===== config.mk =====
export PLATFORM = sky130hd
export DESIGN_NAME = if_fetch_buf
export DESIGN_NICKNAME = d
export VERILOG_FILES = /design/src/rtl/if_fetch_buf_pkg.sv /design/src/rtl/if_fetch_buf.sv
export SDC_FILE = /design/constraint.sdc
export NUM_CORES = 1
export LEC_CHECK = 0
export BUFFER_PORTS_ARGS = -buffer_cell sky130_fd_sc_hd__clkbuf_2
export CELL_PAD_IN_SITES_DETAIL_PLACEMENT = 0
export CELL_PAD_IN_SITES_GLOBAL_PLACEMENT = 1
export CORE_ASPECT_RATIO = 1.5
export CORE_MARGIN = 2
export CORE_UTILIZATION = 52
export DETAILED_ROUTE_END_ITERATION = 8
export GPL_ROUTABILITY_DRIVEN = 0
export PLACE_DENSITY = 0.81
export REMOVE_ABC_BUFFERS = 1
export SYNTH_ARGS = -nofsm -noshare
export SYNTH_HDL_FRONTEND = slang
export SYNTH_SLANG_ARGS = --single-unit

===== constraint.sdc =====
create_clock -name clk -period 10 [get_ports clk]
set_input_delay 2 -clock clk [delete_from_list [all_inputs] [get_ports clk]]
set_output_delay 2 -clock clk [all_outputs]
set_load 0.02 [all_outputs]

===== src/rtl/if_fetch_buf_pkg.sv =====
// Shared fetch-buffer sizing for IF and ID, plus fixed inst-SRAM request attributes.
package if_fetch_buf_pkg;

  localparam int FETCH_BUF_DEPTH    = 4;
  localparam int FETCH_ADDR_W       = 32;
  localparam int FETCH_DATA_W       = 32;
  localparam int IF_TO_ID_BUS_WIDTH = FETCH_ADDR_W + FETCH_DATA_W;

  localparam logic       SRAM_WR_READ   = 1'b0;
  localparam logic [1:0] SRAM_SIZE_WORD = 2'b10;

endpackage


===== src/rtl/if_fetch_buf.sv =====
// In-order fetch buffer between IF and a split-transaction inst SRAM; up to DEPTH fetches in flight.
// Response lands in cycle N, reaches ID in N+1; flush kills entries and owes-drops late responses.
module if_fetch_buf
  import if_fetch_buf_pkg::*;
#(
  parameter  int DEPTH  = FETCH_BUF_DEPTH,
  parameter  int ADDR_W = FETCH_ADDR_W,
  parameter  int DATA_W = FETCH_DATA_W,
  localparam int PTR_W  = $clog2(DEPTH),
  localparam int CNT_W  = $clog2(DEPTH + 1)
) (
  input  logic              clk,
  input  logic              reset,
  input  logic              pc_req_valid,
  input  logic [ADDR_W-1:0] pc_req_addr,
  output logic              pc_req_ready,
  input  logic              flush,
  output logic              inst_sram_req,
  output logic              inst_sram_wr,
  output logic [1:0]        inst_sram_size,
  output logic [ADDR_W-1:0] inst_sram_addr,
  input  logic              inst_sram_addr_ok,
  input  logic              inst_sram_data_ok,
  input  logic [DATA_W-1:0] inst_sram_rdata,
  input  logic              id_allow_in,
  output logic              if_to_id_valid,
  output logic [ADDR_W-1:0] if_to_id_pc,
  output logic [DATA_W-1:0] if_to_id_inst
);

  localparam logic [CNT_W:0] FULL_LVL = (CNT_W + 1)'(DEPTH);

  logic [ADDR_W-1:0] pc_q   [DEPTH];
  logic [DATA_W-1:0] inst_q [DEPTH];
  logic [DEPTH-1:0]  filled_q, filled_d;
  logic [PTR_W-1:0]  head_q, head_d, fill_q, fill_d, tail_q, tail_d;
  logic [CNT_W-1:0]  alloc_cnt_q, alloc_cnt_d, cancel_cnt_q, cancel_cnt_d;
  logic [CNT_W-1:0]  filled_cnt, unfilled;
  logic [CNT_W:0]    inflight;
  logic              alloc, fill, drop, pop;

  always_comb begin
    filled_cnt = '0;
    for (int i = 0; i < DEPTH; i++) begin
      filled_cnt = filled_cnt + CNT_W'(filled_q[i]);
    end
  end

  assign unfilled = alloc_cnt_q - filled_cnt;
  // Cancelled fetches still occupy SRAM slots, so they count toward fullness.
  assign inflight = {1'b0, alloc_cnt_q} + {1'b0, cancel_cnt_q};

  assign inst_sram_req  = ~reset & pc_req_valid & ~flush & (inflight < FULL_LVL);
  assign inst_sram_wr   = SRAM_WR_READ;
  assign inst_sram_size = SRAM_SIZE_WORD;
  assign inst_sram_addr = pc_req_addr;
  assign pc_req_ready   = inst_sram_req & inst_sram_addr_ok;

  assign alloc = pc_req_ready;
  assign drop  = inst_sram_data_ok & (cancel_cnt_q != '0);
  assign fill  = inst_sram_data_ok & (cancel_cnt_q == '0) & (unfilled != '0);

  assign if_to_id_valid = ~reset & ~flush & filled_q[head_q];
  assign if_to_id_pc    = pc_q[head_q];
  assign if_to_id_inst  = inst_q[head_q];
  assign pop            = if_to_id_valid & id_allow_in;

  always_comb begin
    head_d       = head_q;
    fill_d       = fill_q;
    tail_d       = tail_q;
    filled_d     = filled_q;
    alloc_cnt_d  = alloc_cnt_q;
    cancel_cnt_d = cancel_cnt_q;
    if (flush) begin
      // Every unfilled fetch, minus one answered this very cycle, becomes an owed drop.
      head_d       = '0;
      fill_d       = '0;
      tail_d       = '0;
      filled_d     = '0;
      alloc_cnt_d  = '0;
      cancel_cnt_d = cancel_cnt_q - CNT_W'(drop) + unfilled - CNT_W'(fill);
    end else begin
      if (alloc) tail_d = tail_q + PTR_W'(1);
      if (fill) begin
        fill_d           = fill_q + PTR_W'(1);
        filled_d[fill_q] = 1'b1;
      end
      if (pop) begin
        head_d           = head_q + PTR_W'(1);
        filled_d[head_q] = 1'b0;
      end
      if (drop) cancel_cnt_d = cancel_cnt_q - CNT_W'(1);
      alloc_cnt_d = alloc_cnt_q + CNT_W'(alloc) - CNT_W'(pop);
    end
  end

  always_ff @(posedge clk) begin
    if (reset) begin
      head_q       <= '0;
      fill_q       <= '0;
      tail_q       <= '0;
      filled_q     <= '0;
      alloc_cnt_q  <= '0;
      cancel_cnt_q <= '0;
    end else begin
      head_q       <= head_d;
      fill_q       <= fill_d;
      tail_q       <= tail_d;
      filled_q     <= filled_d;
      alloc_cnt_q  <= alloc_cnt_d;
      cancel_cnt_q <= cancel_cnt_d;
    end
  end

  // Payload storage needs no reset; the filled bits qualify it.
  always_ff @(posedge clk) begin
    if (alloc) pc_q[tail_q] <= pc_req_addr;
    if (fill)  inst_q[fill_q] <= inst_sram_rdata;
  end

endmodule


==> impl_metrics.csv, run 1 <==
group,metric,value,unit
status,status,"completed",
grt,grt.total_usage,17.74,%
drt,ant_nets,0,
critical_path,cp_slowest_cell,"nor4b_4",
synthesis,netlist_area,10820,sq um
drt,viasPerCell,5.470,
cells_and_area,n_fill_cell,1459,
clocking,htree_num_levels,1,
placed_design,dp_hpwl,12100,microns
clocking,clk_latency,0.52,ns
die,ios,173,
synthesis,yosysTopAreaCell,"edfxtp_1",
placed_design,place_inst,889,
sta,finalCriticalPeriod,5.391,ns
die,initial_core_util,52.98,%
cells_and_area,final_nets,752,
critical_path,cp-start-kind,"primary input",
critical_path,critPathArrivalTime,3.39,ns
grt,grt_pass1_wl,29830,microns
critical_path,r2r_cells,16,
clocking,path_clk_slew,0.06,ns
sta,fmaxAchievable,0.1855,GHz
placed_design,dp_slack,4.587,ns
grt,grt_max_degree,65,
synthesis,synth_flop_cell,"edfxtp_1",
drt,drt_iter0_drc,338,
power,ir_drop,192.2,uV
sta,slew_viol_final,0,
clocking,cts_sinks,274,
power,p_leak,4.367,nW
power,p_total,0.002415,W
grt,grt_remaining_overflow,0,
critical_path,crit_path_max_fanout,16,
run,maxCapViolCount,0,
critical_path,worst-path-stages,4,
synthesis,ys_top_cells_by_area,"edfxtp_1 71%, mux4_2 14%, dfxtp_1 3.3%, buf_4 2.4%, ha_1 2.3%",
critical_path,critPathTopFamily,"simple AND/OR/NAND/NOR gates",
drt,wirelength,19010,microns
hold_path,min_path_cells,2,
sta,setup_slack,4.609,ns
drt,wl_per_cell,20.33,microns
synthesis,synth_edf_count,256,
die,die_w,121.8,microns
clocking,cts_resized,0,
power,share_comb_of_total_power,6.3,%
critical_path,path_cells,"clkbuf_2, or2_2, nor4b_4, clkbuf_2",
synthesis,synthDistinctLibCells,34,
critical_path,cp_num_buf_inv,2,
sta,setup_violations,0,
sta,finClkSkew,0.01572,ns
drt,vias,5114,
synthesis,synthArstFlopShare,0,%
clocking,cts_setup_buffers,0,
power,p_per_area,192.5,nW/um^2
sta,worst_pin_slew,1.005,ns
sta,relSlewSlack,32.99,%
die,fp-row-count,64,
power,swShare,20.87,%
sta,fin_crit_sh,53.91,%
sta,timing.final.hold_violations,0,
clocking,cts_buffers,25,
clocking,clockRootBuffer,"clkbuf_16",
critical_path,slowest_delay,0.53,ns
grt,antenna_found_initial,0,
synthesis,yosysMostFrequentCell,"edfxtp_1",
power,seqPwrFrac,52.6,%
clocking,cts_tree,"done",
critical_path,endpoint_kind,"output pin",
grt,grt_pass1_vias,5604,
synthesis,syn_inst,507,
synthesis,synth_top_area_share,71.05,%
power,internal_power,0.001911,W
cells_and_area,fin_cells,935,
clocking,cts_buffer_depth,3,
critical_path,criticalPathCategory,"primary input to output pin",
drt,drt-pass1-iter-count,4,
critical_path,cp.required,8.00,ns
die,dieArea,22000,sq um
hold_path,hold_path_class,"flip-flop to flip-flop",
critical_path,cpMostUsedCell,"clkbuf_2",
die,die_y,180.7,microns
synthesis,ys_ff_latch,274,
power,power_switching,0.0005038,W
sta,setup_tns,0,ns
cells_and_area,area_delta_synth_final,15.91,%
power,clkPwrFrac,41.0,%
synthesis,synthTopCellsByCount,"256 x edfxtp_1, 65 x mux4_2, 35 x buf_4, 21 x inv_1, 20 x ha_1",
sta,grt_setup_unrepaired,"no",
placed_design,io_buffers,169,
drt,drcViolationCount,0,
clocking,cts_hold_buf,0,
synthesis,avgSynthCellArea,21.34,sq um
cells_and_area,final_area,12540,sq um
die,core_area,20420,sq um
cells_and_area,drive_above_1_share,43.52,%
cells_and_area,diodes,0,
synthesis,yosys_warnings,0,
placed_design,dpl_cell_area,11670,sq um
synthesis,synth_seq_area_share,74.38,%
worst register-to-register path, cell delays in order, from the launching register on:
cell and delay [ns]:
dfxtp_1 0.34, fa_1 0.51, fa_1 0.39, inv_1 0.07, fa_1 0.44, fa_1 0.43, xnor2_1 0.24, o2111a_1 0.47
fa_1 0.50, fa_1 0.49, inv_1 0.04, ha_1 0.19, fa_1 0.38, xnor2_1 0.21, xnor2_1 0.19, o211ai_1 0.16
a41o_1 0.23
cell type report:
class	instances	area, sq um	share of cell area (%)
flip-flops and latches	274	8055	64.23
clock buffers	29	670.6	5.348
clock inverters	17	200.2	1.596
repair buffers	170	853.3	6.804
well taps	264	330.3	2.634
inverters	21	78.83	0.6286
multi-input cells	160	2352	18.76
final timing paths:
| check | from | to | slack (ns) |
|---|---|---|---|
| hold / removal | tail_q[1] | tail_q[1] | 0.55 |
| setup / recovery | flush | pc_req_ready | 4.61 |
| hold reg to reg | tail_q[1] | tail_q[1] | 0.55 |
| setup reg to reg | filled_q[1] | cancel_cnt_q[2] | 4.61 |
state kept, by name (all words and copies together), names as in the netlist, named ones only:
signal and count:
filled_q 4, pc_q 128, head_q 2, fill_q 2, cancel_cnt_q 3, inst_q 128, alloc_cnt_q 3, tail_q 2
cells by family (layout without fill, tap and decap cells):
family                     count (synthesis)  count (layout)  share of synthesized area [%]
adders and majority gates                 29              29                          3.978
and+or+nand+nor                           34              34                          1.966
other                                      2               3                        0.06941
buffers and inverters                     74             237                          3.955
AOI/OAI and AO/OA                         19              19                          1.295
DFF                                      274             274                          74.38
xor gates and xnor gates                   9               9                         0.7286
muxes                                     66              66                          13.62
power by group through the flow:
stage / sequential [W] / combinational, W / clock (W)
after detailed placement: 0.00130 / 0.000154 / 0
after global placement: 0.00129 / 0.000145 / 0
after floorplan: 0.00129 / 0.0000837 / 0
after global routing: 0.00127 / 0.000171 / 0.00106
after CTS: 0.00127 / 0.000154 / 0.00101
final: 0.00127 / 0.000153 / 0.000990
metrics by stage:
stage	utilization, %	hold WS (ns)
after CTS	61.42	0.5556
after floorplan	-	0.5080
after detailed placement	57.15	0.5472
after global placement	57.15	0.5286
after global routing	61.42	0.5986
final	61.42	0.5524
cells in the final DEF, fill, tap and decap left out, types with 2 or more instances in the layout:
master,count
clkbuf_2,169
nor2_1,9
a211oi_1,4
clkbuf_16,25
bufinv_16,4
dfxtp_4,2
clkinv_2,7
fa_1,9
and2_1,3
nand2_1,3
conb_1,3
nand2b_1,2
clkbuf_8,3
mux4_2,65
dfxtp_1,16
ha_1,20
a21oi_1,6
xnor2_1,9
o31ai_1,2
edfxtp_1,256
and3_1,2
clkinvlp_4,2
clkinv_4,2
inv_1,21
a211o_1,3
and2_2,8
layer usage:
metal | vias up | global-route usage [%] | part of all wire (%)
met3 | 23 | 3.703 | 5.9
li1 | 2286 | - | -
met5 | - | 0 | 0
met1 | 2635 | 20.43 | 37
met2 | 170 | 33.09 | 56
met4 | 0 | 4.598 | 1.6
(Power assumes the default switching activity.)
==> run 2, diff against run 1 <==
--- a/config.mk
+++ b/config.mk
@@ -10,10 +10,10 @@
 export CELL_PAD_IN_SITES_GLOBAL_PLACEMENT = 1
 export CORE_ASPECT_RATIO = 1.5
 export CORE_MARGIN = 2
-export CORE_UTILIZATION = 52
+export CORE_UTILIZATION = 49
 export DETAILED_ROUTE_END_ITERATION = 8
 export GPL_ROUTABILITY_DRIVEN = 0
-export PLACE_DENSITY = 0.81
+export PLACE_DENSITY = 0.77
 export REMOVE_ABC_BUFFERS = 1
 export SYNTH_ARGS = -nofsm -noshare
 export SYNTH_HDL_FRONTEND = slang
==> constraint.sdc (replaced) <==
create_clock -name clk -period 5.05 [get_ports clk]
set_input_delay 1.01 -clock clk [delete_from_list [all_inputs] [get_ports clk]]
set_output_delay 1.01 -clock clk [all_outputs]
set_load 0.02 [all_outputs]
==> impl_metrics.csv, run 2 (synthesis results as in run 1) <==
group,metric,value,unit
power,p_leak,4.386,nW
sta,fmaxAchievable,0.2013,GHz
power,power_switching,0.001010,W
placed_design,dp_hpwl,12050,microns
die,die_y,186.0,microns
die,die_w,125.3,microns
die,core_area,21720,sq um
cells_and_area,post-route-util,58.13,%
run,maxCapViolCount,0,
grt,grt.total_usage,16.28,%
cells_and_area,layout_commonest_cell,"edfxtp_1",
cells_and_area,drive_above_1_share,44.76,%
die,dieArea,23310,sq um
critical_path,critPathArrivalTime,5.37,ns
sta,finClkSkew,0.02633,ns
clocking,cts_sinks,274,
power,clkPwrFrac,40.9,%
cells_and_area,layout_common_cells,"256 x edfxtp_1, 169 x clkbuf_2, 65 x mux4_2",
critical_path,cp_slowest_cell,"fa_2",
critical_path,cp.required,5.45,ns
clocking,cts_buffers,26,
sta,relSlewSlack,31.80,%
sta,setup_violations,0,
critical_path,endpoint_kind,"flip-flop",
critical_path,path_cells,"fa_1, fa_2, inv_1, fa_1, fa_2, nand2b_4, o2111a_1, fa_1, fa_1, inv_1, ha_2, fa_2, xnor2_1, xnor2_1, o211ai_1, a41o_1",
cells_and_area,final_nets,758,
critical_path,crit_path_max_fanout,3,
drt,drt_iter0_drc,319,
grt,grt_pass1_vias,5573,
critical_path,cp_num_buf_inv,2,
cells_and_area,n_fill_cell,1613,
drt,ant_nets,0,
sta,setup_slack,0.08251,ns
sta,worst_pin_slew,1.023,ns
clocking,path_clk_slew,0.07,ns
cells_and_area,top_regs,"inst_q (128), pc_q (128), filled_q (4)",
grt,grt_pass1_wl,29530,microns
sta,fin_crit_sh,98.37,%
drt,viasPerCell,5.463,
critical_path,critPathTopFamily,"adder cells",
critical_path,cp-start-kind,"flip-flop",
sta,finalCriticalPeriod,4.967,ns
critical_path,worstReg2RegStart,"filled_q[2]",
power,internal_power,0.003785,W
critical_path,slowest_delay,0.56,ns
clocking,htree_num_levels,1,
critical_path,r2r_cells,16,
grt,grt_max_degree,65,
power,share_comb_of_total_power,6.6,%
power,ir_drop,268.8,uV
die,ios,173,
critical_path,criticalPathCategory,"flip-flop to flip-flop",
clocking,cts_tree,"done",
drt,wl_per_cell,20.06,microns
cells_and_area,area_delta_synth_final,16.70,%
critical_path,cpMostUsedCell,"fa_1",
drt,wirelength,19040,microns
clocking,clockRootBuffer,"clkbuf_16",
drt,drt-pass1-iter-count,4,
placed_design,dp_slack,-0.1231,ns
die,fp-row-count,66,
power,swShare,21.06,%
critical_path,worstSetupEndpoint,"cancel_cnt_q[2]",
critical_path,worst-path-stages,16,
sta,grt_setup_unrepaired,"yes",
grt,grt_remaining_overflow,0,
sta,timing.final.hold_violations,0,
critical_path,r2r_end,"cancel_cnt_q[2]",
clocking,cts_buffer_depth,3,
critical_path,reg2reg_slack,0.08,ns
status,status,"completed",
die,initial_core_util,49.82,%
critical_path,critPathLaunch,"filled_q[2]",
power,p_per_area,379.7,nW/um^2
sta,slew_viol_final,0,
cells_and_area,diodes,0,
clocking,clk_latency,0.54,ns
hold_path,hold_path_class,"flip-flop to flip-flop",
placed_design,io_buffers,169,
drt,drcViolationCount,0,
grt,antenna_found_initial,0,
power,seqPwrFrac,52.5,%
drt,vias,5184,
run 2: cell count changes in the layout (fill, tap and decap cells not counted), moves of 2 or more:
cell	change
clkinv_8	+2
clkinv_2	-4
clkinv_4	-2
buf_4	+5
clkbuf_8	-3
dfxtp_1	-3
fa_2	+4
dfxtp_2	+3
fa_1	-4
clkinv_1	+6
run 2: layout make-up:
type                            instances  area (sq um)  share of cell area [%]
Sequential cell                       274          8059                   63.83
Multi-Input combinational cell        160          2380                   18.85
Timing Repair Buffer                  175         890.9                   7.056
Clock buffer                           27         654.4                   5.183
Tap cell                              272         340.3                   2.695
Clock inverter                         20         222.7                   1.764
Inverter                               21         78.83                  0.6243
run 2: per-stage QoR:
stage	hold WS (ns)	total power, W	area, sq um	instances	TNS (ns)
after global routing	0.5725	0.004975	12630	949	-0.07383
after CTS	0.5619	0.004844	12590	947	0
after detailed placement	0.5556	0.002871	11700	899	-0.1231
after global placement	0.5222	0.002847	11700	899	0
after floorplan	0.5080	0.002728	10470	455	0
final	0.5573	0.004795	12630	949	0
run 2: repair_timing:
action	4_1_cts	5_1_grt
hold buffers	0	0
pin swaps	3	8
setup buffers	1	2
setup endpoints to repair	1	1
resized for setup	3	8
run 2: worst min path at each step:
stage                      startpoint           to  cells past startpoint
after floorplan             tail_q[1]    tail_q[1]                      2
after global placement      tail_q[1]    tail_q[1]                      2
after detailed placement    tail_q[1]    tail_q[1]                      2
after CTS                 filled_q[2]  filled_q[2]                      2
after global routing      filled_q[2]  filled_q[2]                      2
final                       tail_q[1]    tail_q[1]                      2
run 2: metal layers:
| metal | vias up | track usage [%] | wire length [microns] |
|---|---|---|---|
| met1 | 2680 | 19.51 | 7010 |
| met2 | 178 | 29.70 | 10380 |
| met5 | - | 0 | 0 |
| met3 | 30 | 3.593 | 1266 |
| li1 | 2296 | - | - |
| met4 | 0 | 4.711 | 384 |
run 2: worst reg2reg max path: stages, from the launching register on:
cell,delay [ns]
dfxtp_2,0.34
fa_1,0.49
fa_2,0.33
inv_1,0.08
fa_1,0.46
fa_2,0.56
nand2b_4,0.12
o2111a_1,0.23
fa_1,0.44
fa_1,0.49
inv_1,0.04
ha_2,0.17
fa_2,0.36
xnor2_1,0.14
xnor2_1,0.21
o211ai_1,0.13
a41o_1,0.24
run 2: power groups by stage:
| stage | clock network, W | registers (W) | logic [W] |
|---|---|---|---|
| 2_1_floorplan | 0 | 0.00256 | 0.000166 |
| 3_3_place_gp | 0 | 0.00257 | 0.000282 |
| 3_5_place_dp | 0 | 0.00257 | 0.000306 |
| 4_1_cts | 0.00201 | 0.00252 | 0.000317 |
| 5_1_grt | 0.00210 | 0.00252 | 0.000355 |
| 6_report | 0.00196 | 0.00252 | 0.000316 |
